`src/rtl/bus_arbiter.sv`:
```
// Four-master round-robin bus arbiter with bounded tenure under contention and a
// mandatory one-cycle turnaround (all grants released) between consecutive grants.
module bus_arbiter #(
    parameter int MAXT = 16
) (
    input  logic       Clk,
    input  logic       Rst,
    input  logic [3:0] req,
    output logic [3:0] grt,
    output logic       busy,
    output logic [1:0] owner
);

    localparam int TW = $clog2(MAXT);
    localparam logic [TW-1:0] TMAX = TW'(MAXT - 1);

    typedef enum logic [1:0] {IDLE, GRANT, TURN} state_t;

    state_t        state, state_n;
    logic [3:0]    grt_n;
    logic [1:0]    owner_n;
    logic [1:0]    rr, rr_n;
    logic [TW-1:0] tenure, tenure_n;
    logic [1:0]    win;
    logic          release_now;

    // First requester at or after pointer p; scanning high offsets first lets the
    // lowest offset overwrite the selection last.
    function automatic logic [1:0] pick(input logic [3:0] r, input logic [1:0] p);
        logic [1:0] sel;
        sel = p;
        for (int k = 3; k >= 0; k--) begin
            if (r[p + 2'(k)]) sel = p + 2'(k);
        end
        return sel;
    endfunction

    assign win  = pick(req, rr);
    assign busy = |grt;

    // grt is one-hot on owner while in GRANT, so req & ~grt is exactly "someone else waits".
    assign release_now = !req[owner] || (tenure == TMAX && (req & ~grt) != 4'b0000);

    // NOTE: every output of this block gets a default first so no path leaves one
    // unassigned; that is what keeps the combinational process from inferring latches.
    always_comb begin
        state_n  = state;
        grt_n    = grt;
        owner_n  = owner;
        rr_n     = rr;
        tenure_n = tenure;
        case (state)
            IDLE, TURN: begin
                if (req != 4'b0000) begin
                    state_n  = GRANT;
                    grt_n    = 4'b0001 << win;
                    owner_n  = win;
                    tenure_n = '0;
                end else begin
                    state_n = IDLE;
                    grt_n   = 4'b0000;
                end
            end
            GRANT: begin
                if (release_now) begin
                    state_n = TURN;
                    grt_n   = 4'b0000;
                    rr_n    = owner + 2'd1;
                end else if (tenure != TMAX) begin
                    tenure_n = tenure + TW'(1);
                end
            end
            default: begin
                state_n = IDLE;
                grt_n   = 4'b0000;
            end
        endcase
    end

    // NOTE: state registers use non-blocking assignments so every flop samples the
    // pre-edge values regardless of statement order.
    always_ff @(posedge Clk or posedge Rst) begin
        if (Rst) begin
            state  <= IDLE;
            grt    <= 4'b0000;
            owner  <= 2'd0;
            rr     <= 2'd0;
            tenure <= '0;
        end else begin
            state  <= state_n;
            grt    <= grt_n;
            owner  <= owner_n;
            rr     <= rr_n;
            tenure <= tenure_n;
        end
    end

endmodule

```
`config.mk`:
```
export PLATFORM = sky130hd
export DESIGN_NAME = bus_arbiter
export DESIGN_NICKNAME = d
export VERILOG_FILES = /design/src/rtl/bus_arbiter.sv
export SDC_FILE = /design/constraint.sdc
export NUM_CORES = 1
export LEC_CHECK = 0
export CORE_UTILIZATION = 45
export DETAILED_ROUTE_END_ITERATION = 10
export GPL_TIMING_DRIVEN = 0
export PLACE_DENSITY_LB_ADDON = 0.15
export SYNTH_ARGS = -nofsm -noshare
export SYNTH_HDL_FRONTEND = slang
export SYNTH_SLANG_ARGS = --single-unit
```
`constraint.sdc`:
```
create_clock -name Clk -period 1.7 [get_ports Clk]
set_clock_uncertainty 0.1 [all_clocks]
set_input_delay 0.34 -clock Clk [delete_from_list [all_inputs] [get_ports Clk]]
set_output_delay 0.34 -clock Clk [all_outputs]
set_load 0.1 [all_outputs]
```
==> results by group, run 1 <==
CTS
  • Clk sinks: 14
  • Reg clk slew, reported paths: 90 ps
  • Root Driver: clkbuf_4
  • CTS tree: yes
  • Hold_buf cts: 0
  • Clock Path Buffers: 2
  • TritonCTS Buffers: 3
  • Clock Latency Late Sink: 280 ps
  • Htree depth: 1

Worst setup path
  • Setup CP Type: register to register
  • CP endpoint kind: register
  • CP arrival: 1790 ps
  • CP required: roughly 1800 ps
  • Crit start category: register
  • CP Max Fanout: 8

Final layout
  • Most common cell after layout, fill and taps aside: dfrtp_1
  • Fin area: about 0.0010 mm²
  • Antenna Cells: 0
  • Most frequent cells in the layout: dfrtp_1, buf_2
  • Fillers: 135
  • Area grow syn2layout: 31.4%
  • Post-layout nets: 103
  • Layout cells sized above 1: a little over two fifths

Timing
  • Rel. slew slack: approximately 64%
  • Final Cycle Share: 100%
  • Hold Violations, Final: 0
  • Final setup viols: 2
  • Fin crit period: between 1500 and 2000 ps
  • Worst hold margin: around 290 ps
  • Pins over their slew limit: 0
  • Actual slew at the worst max-slew pin: roughly 540 ps
  • Fmax achieved: 586 MHz
  • RSZ-0062 raised after global routing: yes
  • Setup TNS: -12.2 ps
  • Final worst slack: -7.27 ps

Die
  • Placement Rows: 14
  • Chip width: 43.6 µm
  • Core area: 0.00156 mm²
  • Top Ports: 13
  • Die height: 43.6 µm
  • Starting Density: 49.8%
  • Die area: 0.00190 mm²

Yosys
  • Mapped Area: 777 µm²
  • Sequential area share after synthesis: a little under half
  • Syn avg cell area: 10.4 µm²
  • Synth cell types: 30
  • Mapped Cells: 75
  • Post-synth EDFFs: 0
  • Asr flop ratio synth: 100%
  • Most common flop cell mapped by yosys: dfrtp_1
  • Synthesized flop and latch total: 14
  • Post-synth net total: 82
  • YS warnings: 0

Routing
  • Via density: 5.93
  • Routed WL: 1840 µm
  • 1st-pass router iterations: 7
  • Per-cell routed wire length: 16.6 µm
  • Initial DRC count: 16
  • # DRC: 4
  • Post-route antenna net violation count: 0
  • Total number of vias: roughly 660

Global route
  • First-pass GRT wire length: approximately 2900 µm
  • Initial antenna violation count: 0
  • Vias in the first global route: 635
  • Overflow after GRT: 0
  • Total track usage: 21.4%
  • Largest net degree at the start of global routing: 15

Placement
  • DP Worst Slack: -491 ps
  • Post-DP HPWL: 1260 µm
  • Routability-driven placement congestion ratio: 0.775
  • Placed inst area: 957 µm²
  • PortBufs: 12

Status
  • Failing checks: DRC, setup timing
  • Status: finished with violations

Min path
  • Worst Hold Class: input port to asynchronous set/reset pin

Flow run
  • Max-Cap Viols: 0
==> synth_stat cells, types with 2 or more instances <==
cell type	n	area, µm²
dfrtp_1	14	350
inv_1	8	30.0
nand2b_1	5	31.3
nand3_1	5	25.0
nor2b_1	5	31.3
o31ai_1	5	37.5
o21ai_0	4	20.0
a21o_1	2	15.0
a2bb2o_1	2	20.0
nand2_1	2	7.51
nand3_2	2	20.0
nor2_1	2	7.51
o211ai_1	2	15.0
==> path summary, 6_finish.rpt <==
check,end,from,slack [ps],cells past startpoint
worst min register to register,rr[0],owner[0],450,1
worst max-delay path,tenure[2],owner[1],-7,5
worst min-delay path,grt[2],Rst,290,2
min in group Clk,rr[0],owner[0],450,1
max in group asynchronous,owner[1],Rst,810,2
worst max register to register,tenure[2],owner[1],-7,5
==> flip-flops by register name (all words and copies together) (netlist names) <==
| register | count |
|---|---|
| grt | 4 |
| tenure | 4 |
| owner | 2 |
| rr | 2 |
| state | 2 |
==> layer usage <==
layer	wire (µm)	vias to the layer above	global-route usage, %
met1	852	325	31.2
li1	-	315	-
met5	0	-	0
met4	10	0	7.50
met2	905	16	31.9
met3	75	2	4.17
==> logic make-up after synthesis <==
| logic type | count (synthesis) | synth area share (%) |
|---|---|---|
| simple gates | 24 | 18.7 |
| compound gates | 22 | 22.1 |
| flops | 14 | 45.1 |
| buf+inv | 9 | 4.35 |
| mux | 4 | 7.08 |
| xor+xnor | 1 | 1.13 |
| fa+ha+maj | 1 | 1.61 |
==> per-stage QoR <==
step	utilization (%)	std cells
floorplan	-	75
global placement	61.4	103
detailed placement	61.4	103
CTS	63.1	109
global route	65.5	111
finish	65.5	111
==> worst max-delay path: stages (launching register included) <==
cell and delay (ps):
dfrtp_4 450, mux4_2 570, buf_4 170, nand3_4 120, o211ai_1 100, o31ai_1 90
==> cell type report <==
class / instances / area [µm²] / area share (%)
buffer: 1 / 5.00 / 0.490
clock buffer: 4 / 36.3 / 3.55
timing repair buffer: 16 / 113 / 11.0
sequential: 14 / 370 / 36.3
inverter: 8 / 30.0 / 2.94
multi-input combinational: 52 / 447 / 43.7
tap: 16 / 20.0 / 1.96
==> timing repair <==
item	CTS	global route
gates resized for setup	44	3
cloned	0	0
setup endpoints to repair	17	10
pin swaps	1	2
setup buffers	2	2
Power of run 1 is not shown: default switching activity piles up to over one toggle a cycle in this logic, so the estimate is an artifact.
==> inputs of run 2 (changes only) <==
--- a/config.mk
+++ b/config.mk
@@ -7,7 +7,7 @@
 export LEC_CHECK = 0
 export CORE_UTILIZATION = 45
 export DETAILED_ROUTE_END_ITERATION = 10
-export GPL_TIMING_DRIVEN = 0
+export GPL_TIMING_DRIVEN = 1
 export PLACE_DENSITY_LB_ADDON = 0.15
 export SYNTH_ARGS = -nofsm -noshare
 export SYNTH_HDL_FRONTEND = slang
==> results by group, run 2 (synthesized netlist as in run 1, its figures left out) <==
Final layout
  • Fillers: 99 (was 135)
  • Sequential cell area: 370 µm² (unchanged)
  • Most common cell after layout, fill and taps aside: buf_4 (was dfrtp_1)
  • Most frequent cells in the layout: buf_4, buf_12, dfrtp_1, nand2b_1, dfrtp_4 (was dfrtp_1, buf_2)
  • Post-layout nets: 113 (was 103)
  • Layout cells sized above 1: 48.6% (was 42.1%)
  • Area grow syn2layout: 54.8% (was 31.4%)
  • Largest regs: grt (4), tenure (4) (unchanged)
  • Antenna Cells: 0 (unchanged)
  • Multi-input logic area: 432 µm² (was 447 µm²)

CTS
  • Reg clk slew, reported paths: 80 ps (was 90 ps)
  • Root Driver: clkbuf_4 (unchanged)
  • Clk sinks: 14 (unchanged)
  • TritonCTS Buffers: 3 (unchanged)
  • Htree depth: 1 (unchanged)
  • Hold_buf cts: 0 (unchanged)
  • CTS tree: yes (unchanged)
  • Clock Path Buffers: 2 (unchanged)
  • Clock Latency Late Sink: 290 ps (was 280 ps)

Worst setup path
  • FF-to-FF path depth: 3 (was 5)
  • CP Max Fanout: 3 (was 8)
  • CP arrival: 1820 ps (was 1790 ps)
  • Setup CP Type: register to register (unchanged)
  • Crit start category: register (unchanged)
  • CP endpoint kind: register (unchanged)
  • CP required: 1780 ps (about the same)

Routing
  • Post-route antenna net violation count: 0 (unchanged)
  • Routed WL: 1900 µm (was 1840 µm)
  • Total number of vias: 713 (was 658)
  • Via density: 5.89 (was 5.93)
  • Per-cell routed wire length: 15.7 µm (was 16.6 µm)
  • Initial DRC count: 24 (was 16)
  • # DRC: 4 (unchanged)
  • 1st-pass router iterations: 7 (unchanged)

Timing
  • Final setup viols: 1 (was 2)
  • RSZ-0062 raised after global routing: yes (unchanged)
  • Final Cycle Share: 102% (was 100%)
  • Fmax achieved: 575 MHz (was 586 MHz)
  • Rel. slew slack: 64.5% (was 64.2%)
  • Hold Violations, Final: 0 (unchanged)
  • Actual slew at the worst max-slew pin: 532 ps (was 537 ps)
  • Pins over their slew limit: 0 (unchanged)
  • Fin crit period: 1740 ps (was 1710 ps)
  • Final worst slack: -37.9 ps (was -7.27 ps)

Placement
  • Routability-driven placement congestion ratio: 0.778 (was 0.775)
  • DP Worst Slack: -412 ps (was -491 ps)
  • Post-DP HPWL: 1440 µm (was 1260 µm)
  • PortBufs: 12 (unchanged)

Global route
  • Vias in the first global route: 712 (was 635)
  • Overflow after GRT: 0 (unchanged)
  • First-pass GRT wire length: 3310 µm (was 2920 µm)
  • Largest net degree at the start of global routing: 15 (unchanged)
  • Initial antenna violation count: 0 (unchanged)
  • Total track usage: 24.3% (was 21.4%)

Die
  • Die height: 43.6 µm (unchanged)
  • Chip width: 43.6 µm (unchanged)
  • Placement Rows: 14 (unchanged)
  • Top Ports: 13 (unchanged)
  • Die area: 0.00190 mm² (unchanged)
  • Starting Density: 49.8% (unchanged)
  • Core area: 0.00156 mm² (unchanged)

Status
  • Failing checks: DRC, setup timing (unchanged)
  • Status: finished with violations (unchanged)

Flow run
  • Max-Cap Viols: 0 (unchanged)

Min path
  • Worst Hold Class: input port to asynchronous set/reset pin (unchanged)
==> run 2: through the flow <==
step	setup TNS, ps	utilization (%)	area, µm²	cells	hold WS, ps
2_1_floorplan	-1090	-	817	75	129
3_3_place_gp	-3780	73.7	1150	117	368
3_5_place_dp	-4330	73.7	1150	117	387
4_1_cts	-21.3	75.9	1180	120	302
5_1_grt	-160	77.1	1200	121	334
6_report	-37.9	77.1	1200	121	282
==> run 2: final cells by class <==
cell class	instances	area share [%]
Clock buffer	4	3.02
Timing Repair Buffer	27	26.1
Tap cell	16	1.66
Inverter	8	2.50
Sequential cell	14	30.8
Multi-Input combinational cell	52	35.9
==> run 2: metal layers <==
layer	global-route usage, %	wire length [µm]	up-vias
met5	0	0	-
met4	7.50	27	0
met3	3.75	82	3
met2	36.7	894	23
met1	35.9	900	348
li1	-	-	339
==> run 2: timing repair <==
item	in CTS	in global routing
setup endpoints to repair	10	6
setup buffers	1	1
cloned	0	0
pin swaps	2	2
endpoints found under the hold margin	0	0
resized for setup	7	3
==> run 2: final timing paths <==
check                                from         to  slack [ps]
worst max-delay path             owner[1]      rr[1]         -40
worst min-delay path                  Rst      rr[0]         280
worst max register to register   owner[1]      rr[1]         -40
worst min register to register  tenure[3]  tenure[3]         430
max in group asynchronous             Rst     grt[2]         820
min in group Clk                tenure[3]  tenure[3]         430
==> run 2: critical path, cell delays in order (launching register included) <==
cell,delay (ps)
dfrtp_4,430
mux4_2,570
a21oi_4,210
mux2_4,320
Power of run 2 is left out for the same reason.
==> inputs of run 3 (changes only) <==
--- a/config.mk
+++ b/config.mk
@@ -6,8 +6,8 @@
 export NUM_CORES = 1
 export LEC_CHECK = 0
 export CORE_UTILIZATION = 45
+export CTS_CLUSTER_SIZE = 20
 export DETAILED_ROUTE_END_ITERATION = 10
-export GPL_TIMING_DRIVEN = 1
 export PLACE_DENSITY_LB_ADDON = 0.15
 export SYNTH_ARGS = -nofsm -noshare
 export SYNTH_HDL_FRONTEND = slang
==> results of run 3 <==
No change in the layout: final DEF, timing and power equal those of run 2.
Power of run 3 is left out for the same reason.
